## src/rtl/kbd_pkg.sv

```systemverilog
// Shared definitions for the PS/2 set-2 scan-code decoder: FSM states,
// prefix and modifier codes, and the set of bytes that carry no key event.
package kbd_pkg;

    typedef enum logic [1:0] {
        ST_IDLE,
        ST_EXT,
        ST_BRK,
        ST_EXT_BRK
    } state_e;

    localparam logic [7:0] CODE_EXT    = 8'hE0;
    localparam logic [7:0] CODE_BRK    = 8'hF0;
    localparam logic [7:0] CODE_LSHIFT = 8'h12;
    localparam logic [7:0] CODE_RSHIFT = 8'h59;

    // Pause prefix, self-test/ack/echo/resend replies and error bytes.
    function automatic logic is_ignored(input logic [7:0] b);
        case (b)
            8'hE1, 8'hAA, 8'hFA, 8'hEE, 8'hFE, 8'h00, 8'hFF: return 1'b1;
            default:                                         return 1'b0;
        endcase
    endfunction

    function automatic logic is_shift(input logic [7:0] b);
        return (b == CODE_LSHIFT) || (b == CODE_RSHIFT);
    endfunction

endpackage

```

## src/rtl/scancode2ascii.sv

```systemverilog
// Combinational set-2 scan code to ASCII lookup; letters and the digit row
// honour shift, everything unmapped returns 0x00.
module scancode2ascii (
    input  logic [7:0] code,
    input  logic       shift,
    output logic [7:0] ascii
);

    logic [7:0] letter;
    logic [7:0] digit;
    logic [7:0] digit_shifted;

    always_comb begin
        // NOTE: every combinational output gets a default first so no path leaves it unassigned (no latch).
        letter        = 8'h00;
        digit         = 8'h00;
        digit_shifted = 8'h00;
        ascii         = 8'h00;

        case (code)
            8'h1C: letter = "a";  8'h32: letter = "b";  8'h21: letter = "c";
            8'h23: letter = "d";  8'h24: letter = "e";  8'h2B: letter = "f";
            8'h34: letter = "g";  8'h33: letter = "h";  8'h43: letter = "i";
            8'h3B: letter = "j";  8'h42: letter = "k";  8'h4B: letter = "l";
            8'h3A: letter = "m";  8'h31: letter = "n";  8'h44: letter = "o";
            8'h4D: letter = "p";  8'h15: letter = "q";  8'h2D: letter = "r";
            8'h1B: letter = "s";  8'h2C: letter = "t";  8'h3C: letter = "u";
            8'h2A: letter = "v";  8'h1D: letter = "w";  8'h22: letter = "x";
            8'h35: letter = "y";  8'h1A: letter = "z";
            default: letter = 8'h00;
        endcase

        case (code)
            8'h16: begin digit = "1"; digit_shifted = "!"; end
            8'h1E: begin digit = "2"; digit_shifted = "@"; end
            8'h26: begin digit = "3"; digit_shifted = "#"; end
            8'h25: begin digit = "4"; digit_shifted = "$"; end
            8'h2E: begin digit = "5"; digit_shifted = "%"; end
            8'h36: begin digit = "6"; digit_shifted = "^"; end
            8'h3D: begin digit = "7"; digit_shifted = "&"; end
            8'h3E: begin digit = "8"; digit_shifted = "*"; end
            8'h46: begin digit = "9"; digit_shifted = "("; end
            8'h45: begin digit = "0"; digit_shifted = ")"; end
            default: begin digit = 8'h00; digit_shifted = 8'h00; end
        endcase

        if (letter != 8'h00) begin
            ascii = shift ? (letter - 8'h20) : letter;
        end else if (digit != 8'h00) begin
            ascii = shift ? digit_shifted : digit;
        end else if (code == 8'h29) begin
            ascii = 8'h20;
        end else if (code == 8'h5A) begin
            ascii = 8'h0D;
        end
    end

endmodule

```

## src/rtl/kbd_scan_decoder.sv

```systemverilog
// PS/2 set-2 byte stream decoder: strips E0/F0 prefixes, emits make/break
// events, tracks the held key, shift state and a count of distinct presses.
module kbd_scan_decoder
    import kbd_pkg::*;
#(
    parameter int COUNT_W = 8
) (
    input  logic               clk,
    input  logic               rst,
    input  logic [7:0]         in_data,
    input  logic               in_valid,
    output logic               in_ready,
    output logic               evt_valid,
    output logic               evt_break,
    output logic [7:0]         key_code,
    output logic               key_ext,
    output logic [7:0]         key_ascii,
    output logic               key_held,
    output logic [COUNT_W-1:0] key_count
);

    state_e             state_q, state_d;
    logic               in_ready_q, in_ready_d;
    logic               evt_valid_q, evt_valid_d;
    logic               evt_break_q, evt_break_d;
    logic [7:0]         key_code_q, key_code_d;
    logic               key_ext_q, key_ext_d;
    logic [7:0]         key_ascii_q, key_ascii_d;
    logic               key_held_q, key_held_d;
    logic [8:0]         held_key_q, held_key_d;
    logic [COUNT_W-1:0] key_count_q, key_count_d;
    logic               shift_q, shift_d;

    logic       accept;
    logic       commit;
    logic       commit_ext;
    logic       commit_brk;
    logic [7:0] lut_ascii;

    // Lookup runs on the incoming byte so ascii lands together with key_code.
    scancode2ascii u_lut (
        .code  (in_data),
        .shift (shift_q),
        .ascii (lut_ascii)
    );

    assign accept = in_valid && in_ready_q;

    always_comb begin
        state_d     = state_q;
        in_ready_d  = !accept;
        evt_valid_d = 1'b0;
        evt_break_d = evt_break_q;
        key_code_d  = key_code_q;
        key_ext_d   = key_ext_q;
        key_ascii_d = key_ascii_q;
        key_held_d  = key_held_q;
        held_key_d  = held_key_q;
        key_count_d = key_count_q;
        shift_d     = shift_q;
        commit      = 1'b0;
        commit_ext  = 1'b0;
        commit_brk  = 1'b0;

        if (accept) begin
            case (state_q)
                ST_IDLE: begin
                    if (in_data == CODE_EXT)      state_d = ST_EXT;
                    else if (in_data == CODE_BRK) state_d = ST_BRK;
                    else if (!is_ignored(in_data)) commit = 1'b1;
                end
                ST_EXT: begin
                    if (in_data == CODE_BRK) begin
                        state_d = ST_EXT_BRK;
                    end else begin
                        commit     = 1'b1;
                        commit_ext = 1'b1;
                        state_d    = ST_IDLE;
                    end
                end
                ST_BRK: begin
                    commit     = 1'b1;
                    commit_brk = 1'b1;
                    state_d    = ST_IDLE;
                end
                default: begin
                    commit     = 1'b1;
                    commit_ext = 1'b1;
                    commit_brk = 1'b1;
                    state_d    = ST_IDLE;
                end
            endcase
        end

        if (commit) begin
            evt_valid_d = 1'b1;
            evt_break_d = commit_brk;
            key_code_d  = in_data;
            key_ext_d   = commit_ext;
            key_ascii_d = commit_ext ? 8'h00 : lut_ascii;
            if (!commit_brk) begin
                // Typematic repeats of the held key do not count as new presses.
                if (!key_held_q || held_key_q != {commit_ext, in_data})
                    key_count_d = key_count_q + COUNT_W'(1);
                key_held_d = 1'b1;
                held_key_d = {commit_ext, in_data};
                if (!commit_ext && is_shift(in_data)) shift_d = 1'b1;
            end else begin
                if (key_held_q && held_key_q == {commit_ext, in_data}) key_held_d = 1'b0;
                if (!commit_ext && is_shift(in_data)) shift_d = 1'b0;
            end
        end
    end

    // NOTE: sequential state uses non-blocking assignments so every flop samples pre-edge values.
    always_ff @(posedge clk or posedge rst) begin
        if (rst) begin
            state_q     <= ST_IDLE;
            in_ready_q  <= 1'b0;
            evt_valid_q <= 1'b0;
            evt_break_q <= 1'b0;
            key_code_q  <= 8'h00;
            key_ext_q   <= 1'b0;
            key_ascii_q <= 8'h00;
            key_held_q  <= 1'b0;
            held_key_q  <= 9'h000;
            key_count_q <= '0;
            shift_q     <= 1'b0;
        end else begin
            state_q     <= state_d;
            in_ready_q  <= in_ready_d;
            evt_valid_q <= evt_valid_d;
            evt_break_q <= evt_break_d;
            key_code_q  <= key_code_d;
            key_ext_q   <= key_ext_d;
            key_ascii_q <= key_ascii_d;
            key_held_q  <= key_held_d;
            held_key_q  <= held_key_d;
            key_count_q <= key_count_d;
            shift_q     <= shift_d;
        end
    end

    assign in_ready  = in_ready_q;
    assign evt_valid = evt_valid_q;
    assign evt_break = evt_break_q;
    assign key_code  = key_code_q;
    assign key_ext   = key_ext_q;
    assign key_ascii = key_ascii_q;
    assign key_held  = key_held_q;
    assign key_count = key_count_q;

endmodule

```

## config.mk

```make
export PLATFORM = sky130hd
export DESIGN_NAME = kbd_scan_decoder
export DESIGN_NICKNAME = d
export VERILOG_FILES = /design/src/rtl/kbd_pkg.sv /design/src/rtl/scancode2ascii.sv /design/src/rtl/kbd_scan_decoder.sv
export SDC_FILE = /design/constraint.sdc
export NUM_CORES = 1
export LEC_CHECK = 0
export BUFFER_PORTS_ARGS = -buffer_cell sky130_fd_sc_hd__buf_2
export CAP_MARGIN = 20
export CORE_MARGIN = 2
export CORE_UTILIZATION = 55
export CTS_BUF_LIST = sky130_fd_sc_hd__clkbuf_16
export DETAILED_ROUTE_END_ITERATION = 6
export GPL_TIMING_DRIVEN = 0
export HOLD_SLACK_MARGIN = 0.1
export PLACE_DENSITY_LB_ADDON = 0.3
export SYNTH_ARGS = -nofsm -noshare
export SYNTH_HDL_FRONTEND = slang
export SYNTH_SLANG_ARGS = --single-unit
export TNS_END_PERCENT = 100
```

## constraint.sdc

```tcl
create_clock -name clk -period 2.3 [get_ports clk]
set_input_delay 0.575 -clock clk [delete_from_list [all_inputs] [get_ports clk]]
set_output_delay 0.575 -clock clk [all_outputs]
set_load 0.03 [all_outputs]
```

# Yosys cells after proc, flatten, opt, wreduce, memory -nomap -nowiden
# Memories as Yosys holds them, arrays and structs flattened.
# Cells that the tools add are included.
[word_totals] reg_bits=41 latch_bits=0 mem_bits_rw=0 rom_bits=896 word_cells=98 memories=1
[op_classes] n_addsub=2 mul=0 div_mod_pow=0 order_cmp=0 eq_ne=28 shift=0 muxes=35 bitwise_logic=1 n_reduce_logical=20
[memory_table] name="(name not given)" depth=128 word_bits=7 read_ports=1 rd_clocked_by_memory_dff=0 write_ports=0 line="scancode2ascii.sv:20" text="case (code)"
[ops] operator="$pmux W7 S10" n=1
[ops] operator="$eq A8 B8 Y1 const B" n=8
[ops] operator="$pmux W6 S10" n=1
[ops] operator="$eq A8 B6 Y1 const B" n=7
[ops] operator="$mux W8" n=6
[ops] operator="$eq A8 B7 Y1 const B" n=4
[ops] operator="$eq A8 B5 Y1 const B" n=3
[ops] operator="$mux W1" n=19
[ops] operator="$reduce_bool A8 Y1" n=2
[ops] operator="$eq A9 B9 Y1" n=1
[ops] operator="$ne A9 B9 Y1" n=1
[ops] operator="$add A8 B1 Y8 const B" n=1
[ops] operator="$logic_not A8 Y1" n=1
[ops] operator="$reduce_and A2 Y1" n=4
[ops] operator="$sub A8 B6 Y8 const B" n=1
[ops] operator="$mux W7" n=1
[ops] operator="$reduce_or A7 Y1" n=1
[ops] operator="$mux W2" n=3
[ops] operator="$mux W4" n=1
[ops] operator="$pmux W1 S2" n=2
[ops] operator="$pmux W2 S2" n=1
[ops] operator="$reduce_or A2 Y1" n=2
[ops] operator="$logic_and A1 B1 Y1" n=3
[ops] operator="$logic_not A1 Y1" n=3
[ops] operator="8 further kinds" n=9

# Depth between registers and ports, before layout
# Gate-level depths: netlist (run 1).
[logic_depth] word_depth=13 depth_mapped=12 mapped_depth_nobuf=10

# Hierarchy
# Synthesis (run 1) repeated with hierarchy kept, for this count alone.
[hier_totals] hier_cells=347 hier_area_um2=3203.1
[by_module_without_submodules] module="kbd_scan_decoder" n_inst=1 cells_per_inst=173 area_each_um2=2045.7
[by_module_without_submodules] module="scancode2ascii" n_inst=1 cells_per_inst=174 area_each_um2=1157.4

# Worst setup path after synthesis (run 1)
# OpenSTA, ideal clock, no wires.
[synth_timing] kind="input -> register" from="in in_data[1]" to="reg key_ascii_q[5] (netlist: key_ascii[5])" setup_time_ps=122 arrival_time_ps=2886 slack_ps=-708 stages=11 path_buffers=2 path_cell_list="clkbuf_1 > inv_1 > ha_1 > buf_2 > and2b_1 > a211oi_1 > o311a_1 > a32oi_1 > nand4_2 > or3_1 > a32o_1"
[synth_between] elab_chain_len=12 elab_cells_between_ends=47
[synth_rtl] element="from (decl)" line="kbd_scan_decoder.sv:10" text="input logic [7:0] in_data,"
[synth_rtl] element="branches (longest 12 deep; another with $sub A8 B6 Y8)"
[synth_rtl] element="to (signal assigned)" line="kbd_scan_decoder.sv:136" text="key_ascii_q <= key_ascii_d;"
[synth_rtl] element="to (decl)" line="kbd_scan_decoder.sv:28" text="logic [7:0] key_ascii_q, key_ascii_d;"
# Several ways; the timed one is not identified. The select of a mux whose other input is x is not followed.
# A chain may end at the register's enable or synchronous reset.

# Worst setup path after layout (run 1)
[layout_timing] from="in in_data[0]" to="reg key_ascii_q[5] (netlist: key_ascii[5])"
# Same word-level chain as after synthesis.

==> metrics.yaml, run 1 <==
slowest_stage: "a221o_1"
fp.dieH_um: 77.8
peakVddDrop_v: 0.000719
synth.distinct_cells: 70
fin_crit_ns: 2.63
synth_top_cell_area_share_pct: 34.3
dpl.hpwl_um: 6170
cts.sinks: 41
reg2reg_to: "key_count[0]"
tightest_slew_ns: 0.873
final_util_pct: 82.2
grt_pass1_vias: 3171
cts_tree: "yes"
io-pin-count: 40
synthCells: 335
grt_usage_pct: 33.6
pre_cts_slack_ns: -1.03
hold_class: "in2async"
clk_path_buf_depth: 2
slowest_delay_ns: 0.38
gp_congestion: 0.974
cp-start-kind: "input pin"
synthTopCellsByArea: "dfrtp_1, ha_1, nand2_1, xnor2_1, a21oi_1"
outcome: "complete, but fails checks"
grt_pass1_wl_um: 16000
path_class: "in2reg"
detailedRoute.firstIterationViolations: 612
cts-root-buf: "clkbuf_16"
rsz0062_at_grt: "true"
grt_max_degree: 42
drtPass1Iterations: 7
worst-endpoint-arrival_ns: 2.80
critPathLaunch: "in_data[0]"
netlist_area_sq_um: 2990
hold_viol_final: 0
cts.clk_slew.worst_paths_ns: 0.06
gr-total-overflow: 0
synth.largest_area_cell: "dfrtp_1"
synth_commonest_cells: "dfrtp_1, nand2_1, a21oi_1"
cp.required_ns: 2.47
die-width_um: 77.8
wire_per_inst_um: 23.4
rrSetupSlack_ns: 0.02
crit_path_max_fanout: 6
ctsHoldBuffers: 0
viasPerCell: 6.90
port_buffers: 39
setup-violations-final: 30
synth_edf_count: 0
start_util_pct: 57.9
ys_ff_latch: 41
p_leak_nw: 1.86
yosysMostFrequentCell: "dfrtp_1"
finalCritPeriodShare_pct: 114
power_density_nw_per_um2: 657
n_antenna_cell: 0
finClkSkew_ns: 0.00436
endpoint_kind: "register"
ant_nets: 0
syn_to_final_growth_pct: 42.0
slew_headroom_pct: 41.7
synth_ff_type: "dfrtp_1"
dieArea_sq_um: 6050
finalWorstSetupSlack_ns: -0.331
yosys_warnings: 0
layout-drive-gt1-share_pct: 42.5
crit_buf_inv: 1
drv_cap: 0
num_rows: 26
cts_inserted_buffers: 5
core_sq_um: 5170
nNetsFinal: 435
antenna_found_initial: 0
routed-via-count: 3338
cp_cell_sequence: "buf_6, ha_1, mux2i_1, o21ai_0, a221o_1, a211oi_2, nand4_4, or3_1, a32o_1"
timing.rr.start: "state_q[1]"
wl_um: 11300
worst_skew_pair.late_latency_ns: 0.28
synth_fp_nets: 356
avgSynthCellArea_sq_um: 8.93
drv_slew: 0
worstRegToRegCells: 8
critical-path-top-delay-family: "compound AO/OA/AOI/OAI gates"
async_flop_share_pct: 100
violations: "negative setup slack"
drcViolationCount: 0
h-tree-depth: 2
yosysSeqAreaShare_pct: 34.3
timing.fmax_ghz: 0.380
## stage by stage
stage / hold WS, ns / setup TNS (ns) / total power [mW] / cell area (sq um) / instances
floorplan: 0.480 / -5.79 / 1.54 / 3170 / 335
global placement: 0.447 / -22.31 / 1.74 / 3460 / 444
detailed placement: 0.454 / -23.36 / 1.77 / 3460 / 444
CTS: 0.478 / -2.74 / 2.64 / 3960 / 472
global route: 0.483 / -6.49 / 2.88 / 4250 / 484
finish: 0.467 / -4.66 / 2.79 / 4250 / 484
## timing repair
| action | 4_1_cts | 5_1_grt |
|---|---|---|
| resized for setup | 48 | 46 |
| pin swaps | 23 | 23 |
| cloned | 1 | 0 |
| setup endpoints to repair | 37 | 37 |
| buffers inserted | 21 | 13 |
## registers in the layout, indices dropped and copies added, names as in the netlist
name / cells
key_count: 8
state_q: 2
key_ascii: 8
key_held: 1
key_code: 8
evt_break: 1
shift_q: 1
in_ready: 1
key_ext: 1
evt_valid: 1
held_key_q: 9
## final cells by class
cell class,instances,area (sq um)
Fill cell,271,922
Buffer,24,224
Inverter,11,52.6
Timing Repair Buffer,74,522
Clock inverter,2,35.0
Multi-Input combinational cell,257,2180
Sequential cell,41,1030
Tap cell,70,87.6
Clock buffer,5,125
## power breakdown
| group | total, mW | switching (mW) | internal, mW | leakage (nW) |
|---|---|---|---|---|
| registers | 0.969 | 0.131 | 0.838 | 0.516 |
| logic | 1.04 | 0.622 | 0.419 | 1.26 |
| clock network | 0.784 | 0.281 | 0.504 | 0.0797 |
| total | 2.79 | 1.03 | 1.76 | 1.86 |
## how the worst max path moves through the flow
stage | to | slack [ns] | cells past startpoint
floorplan | key_ascii[5] | -0.31 | 11
global placement | key_ascii[2] | -0.99 | 12
detailed placement | key_ascii[3] | -1.03 | 12
CTS | key_ascii[6] | -0.29 | 11
global route | key_ascii[6] | -0.39 | 9
finish | key_ascii[5] | -0.33 | 9
## kinds of logic after synthesis
group / count (synthesis) / share of synthesized area (%)
adders and majority gates: 10 / 4.18
buffers and inverters: 37 / 6.40
and+or+nand+nor: 118 / 22.0
xor gates and xnor gates: 18 / 5.27
DFF: 41 / 34.3
muxes: 13 / 4.81
AOI/OAI and AO/OA: 98 / 23.1
## placed cells by master (no fill, tap or decap), types with 4 or more instances in the layout
cell type / Yosys / layout
buf_6: 4 / 21
a21oi_1: 16 / 15
o21ai_0: 14 / 9
dfrtp_1: 41 / 41
nand3b_1: 4 / 4
o21ai_2: 1 / 5
nand2b_1: 7 / 7
clkbuf_16: 0 / 6
buf_4: 2 / 27
nor2_1: 13 / 13
mux2_4: 0 / 9
o21ai_1: 8 / 6
and3_1: 7 / 6
ha_1: 10 / 5
ha_4: 0 / 4
xor2_1: 6 / 6
nand3_1: 12 / 9
nor3_1: 7 / 5
nor2b_1: 7 / 6
buf_2: 11 / 41
inv_1: 9 / 5
nand4_1: 7 / 7
nand2_1: 31 / 27
buf_8: 0 / 4
nand2_2: 0 / 4
xnor2_1: 12 / 11
o211ai_1: 8 / 8
## routing by layer
| metal | global-route usage [%] | routed length, um | vias up |
|---|---|---|---|
| met5 | 0 | 0 | - |
| met4 | 13.8 | 651 | 0 |
| met3 | 8.02 | 1110 | 85 |
| met2 | 56.6 | 5540 | 267 |
| met1 | 41.2 | 4000 | 1576 |
| li1 | - | - | 1410 |
Power figures use the tool's default switching activity.
==> run 2, diff against run 1 <==
- clock period: 2.3 -> 2.5 ns (I/O delays scaled with it)
==> metrics.yaml, run 2 (synthesis gave the netlist of run 1 again) <==
outcome: "complete, but fails checks"
violations: "negative setup slack"
cts.clk_slew.worst_paths_ns: 0.06
finalWorstSetupSlack_ns: -0.0417
timing.fmax_ghz: 0.393
fillers: 344
cp-start-kind: "input pin"
pre_cts_slack_ns: -0.798
drv_slew: 0
hold_viol_final: 0
use_met1_pct: 39.7
crit_path_max_fanout: 5
finalSetupTns_ns: -0.0817
mostFrequentLayoutCells: "buf_2, dfrtp_1, buf_4"
layout-drive-gt1-share_pct: 38.6
cts-root-buf: "clkbuf_16"
core_sq_um: 5170
slew_headroom_pct: 43.9
drcViolationCount: 0
drv_cap: 0
fp.dieH_um: 77.8
use_met2_pct: 47.4
largest_reg_flops: 9
drtPass1Iterations: 5
h-tree-depth: 2
use_met3_pct: 6.63
cts_inserted_buffers: 5
nNetsFinal: 432
ant_nets: 0
power_density_nw_per_um2: 599
grt_pass1_wl_um: 14300
detailedRoute.firstIterationViolations: 353
routed-via-count: 3108
grt_max_degree: 42
fin_crit_ns: 2.54
tightest_slew_ns: 0.840
peakVddDrop_v: 0.000644
p_leak_nw: 1.77
path_class: "in2reg"
ctsHoldBuffers: 0
top_usage_layer: "met2"
dpl.hpwl_um: 6040
gp_congestion: 1.02
port_buffers: 39
grt_usage_pct: 29.8
io-pin-count: 40
n_antenna_cell: 0
num_rows: 26
hold-worst-slack_ns: 0.474
finalCritPeriodShare_pct: 102
finClkSkew_ns: 0.00318
grt_pass1_vias: 2835
gr-total-overflow: 0
viasPerCell: 6.45
cp.required_ns: 2.67
die-width_um: 77.8
wl_um: 9090
wire_per_inst_um: 18.9
rsz0062_at_grt: "true"
start_util_pct: 57.9
syn_to_final_growth_pct: 35.8
cts.sinks: 41
max_flop_register: "held_key_q"
cts_tree: "yes"
endpoint_kind: "register"
antenna_found_initial: 0
hold_class: "reg2reg"
worst_skew_pair.late_latency_ns: 0.28
clk_path_buf_depth: 2
worst-endpoint-arrival_ns: 2.71
setup-violations-final: 2
dieArea_sq_um: 6050
## run 2: where the power goes
group          total, mW  switching (mW)  internal, mW
clock network      0.744           0.272         0.472
logic              0.822           0.500         0.322
registers          0.868          0.0966         0.771
## run 2: layout make-up
type | instances | area (sq um) | share of cell area, %
multi-input combinational | 257 | 2040 | 50.1
sequential | 41 | 1030 | 25.2
timing repair buffer | 70 | 463 | 11.4
buffer | 25 | 219 | 5.39
clock buffer | 5 | 125 | 3.08
tap | 70 | 87.6 | 2.16
inverter | 11 | 60.1 | 1.48
clock inverter | 3 | 46.3 | 1.14
## run 2: worst max-delay path, cell delays in order
cell,delay [ns]
buf_8,0.09
clkbuf_16,0.14
inv_12,0.04
ha_4,0.16
and2b_2,0.24
a211oi_2,0.04
o311a_1,0.30
a32oi_2,0.29
nand4_2,0.18
or2_4,0.31
a221o_1,0.30
## run 2: per-layer routing
metal | part of all wire [%] | wire length (um)
met3 | 9.6 | 875
met1 | 41 | 3690
met4 | 2.4 | 214
met2 | 47 | 4310
met5 | 0 | 0
## run 2: per-stage QoR
step,power [mW],cell area (sq um),utilization [%],std cells
2_1_floorplan,1.39,3110,-,335
3_3_place_gp,1.58,3390,65.6,444
3_5_place_dp,1.60,3390,65.6,444
4_1_cts,2.38,3800,73.4,469
5_1_grt,2.54,4060,78.6,482
6_report,2.43,4060,78.6,482
## run 2: path summary, 6_finish.rpt
kind                        startpoint       endpoint  slack (ns)  cells past startpoint
max in group asynchronous          rst  held_key_q[3]        1.46                      2
min in group asynchronous          rst    key_code[4]        0.51                      2
hold reg to reg            key_code[7]    key_code[7]        0.47                      2
hold / removal             key_code[7]    key_code[7]        0.47                      2
setup / recovery            in_data[1]   key_ascii[6]       -0.04                     11
setup reg to reg            state_q[1]   key_count[1]        0.14                      7
## run 2: what timing repair did
item | 4_1_cts | 5_1_grt
pin swaps | 16 | 22
setup buffers | 18 | 13
resized for setup | 31 | 36
endpoints found under the hold margin | 0 | 0
endpoints found under the setup margin | 37 | 26
==> run 3, diff against run 2 <==
- REMOVE_ABC_BUFFERS: unset -> 1
==> metrics.yaml, run 3 (synthesis gave the netlist of run 1 again) <==
cts_inserted_buffers: 5
outcome: "completed"
ant_nets: 0
power_density_nw_per_um2: 637
peakVddDrop_v: 0.000437
finalWorstSetupSlack_ns: 0.0505
port_buffers: 39
cts.sinks: 41
slew_headroom_pct: 45.1
detailedRoute.firstIterationViolations: 250
endpoint_kind: "register"
cts-root-buf: "clkbuf_16"
core_sq_um: 5170
ctsHoldBuffers: 0
finalCritPeriodShare_pct: 98.0
pre_cts_slack_ns: -1.18
largest_reg_flops: 9
n_antenna_cell: 0
fin_cells: 449
drv_cap: 0
hold_class: "reg2reg"
antenna_found_initial: 0
grt_usage_pct: 26.7
nNetsFinal: 399
grt_max_degree: 48
die-width_um: 77.8
place_inst: 418
max_flop_register: "held_key_q"
crit_path_max_fanout: 12
dieArea_sq_um: 6050
slowest_delay_ns: 0.31
fin_crit_ns: 2.45
start_util_pct: 57.9
grt_pass1_vias: 2667
hold_viol_final: 0
syn_to_final_growth_pct: 23.0
setup-violations-final: 0
wl_um: 8130
mostFrequentLayoutCell: "dfrtp_1"
mostFrequentLayoutCells: "dfrtp_1, nand2_1, buf_2"
cp.required_ns: 2.67
num_rows: 26
hold-worst-slack_ns: 0.466
layout-drive-gt1-share_pct: 29.6
tightest_slew_ns: 0.822
p_leak_nw: 1.59
drtPass1Iterations: 5
slowest_stage: "o311a_1"
cp-start-kind: "input pin"
worst-endpoint-arrival_ns: 2.62
cts.clk_slew.worst_paths_ns: 0.06
drv_slew: 0
io-pin-count: 40
routed-via-count: 2906
dpl.hpwl_um: 4840
finClkSkew_ns: 0.00132
h-tree-depth: 2
grt_pass1_wl_um: 13000
path_class: "in2reg"
gp_congestion: 0.913
clk_path_buf_depth: 2
viasPerCell: 6.47
gr-total-overflow: 0
worst_skew_pair.late_latency_ns: 0.28
cts_tree: "yes"
drcViolationCount: 0
cp_cell_sequence: "buf_12, inv_6, ha_4, and2b_1, a211oi_2, o311a_1, a32oi_2, buf_4, ha_1, o21bai_1, a32o_1"
fp.dieH_um: 77.8
wire_per_inst_um: 18.1
timing.fmax_ghz: 0.408
run 3: changes by cell type in the layout (fill, tap and decap cells not counted), sizes merged:
| cell | previous run | this run |
|---|---|---|
| clkbuf | 13 | 6 |
| buf | 87 | 61 |
run 3: path summary, 6_finish.rpt:
kind	end	slack, ns	from	depth (start not counted)
hold / removal	key_count[7]	0.47	key_count[7]	1
hold reg to reg	key_count[7]	0.47	key_count[7]	1
min in group asynchronous	key_code[6]	0.50	rst	2
max in group asynchronous	held_key_q[2]	1.48	rst	2
setup reg to reg	key_count[1]	0.25	state_q[1]	7
setup / recovery	key_ascii[5]	0.05	in_data[1]	11
run 3: worst max-delay path: cells and delay by family:
| kind | cells | cell delay [ns] |
|---|---|---|
| simple gates | 1 | 0.23 |
| fa+ha+maj | 2 | 0.39 |
| compound gates | 5 | 1.02 |
| buf+inv | 3 | 0.35 |
run 3: timing repair:
item                                    4_1_cts  5_1_grt
setup buffers                                15        8
endpoints found under the setup margin       37       23
pin swaps                                     9       15
gates resized for setup                      34       23
run 3: cell type report:
class	instances	area [sq um]
Clock buffer	5	125
Clock inverter	3	41.3
Fill cell	370	1490
Inverter	11	52.6
Multi-Input combinational cell	257	1920
Sequential cell	41	1030
Tap cell	70	87.6
Timing Repair Buffer	62	428
run 3: power by group:
part	internal (mW)	leakage [nW]	switching, mW
registers	0.771	0.516	0.103
clock network	0.467	0.0775	0.254
logic	0.285	1.00	0.464
run 3: stage by stage:
stage / power [mW] / setup TNS [ns] / utilization (%) / area (sq um)
floorplan: 1.33 / -4.97 / - / 2840
global placement: 1.52 / -31.25 / 60.4 / 3130
detailed placement: 1.55 / -33.43 / 60.4 / 3130
CTS: 2.32 / 0 / 68.7 / 3550
global route: 2.45 / -0.0716 / 71.2 / 3680
finish: 2.34 / 0 / 71.2 / 3680
run 3: per-layer routing:
layer,global-route usage (%),part of all wire [%],vias to the layer above
li1,-,-,1340
met1,35.1,41,1381
met2,45.0,49,161
met3,3.95,8.7,24
met4,8.57,2.0,0
met5,0,0,-
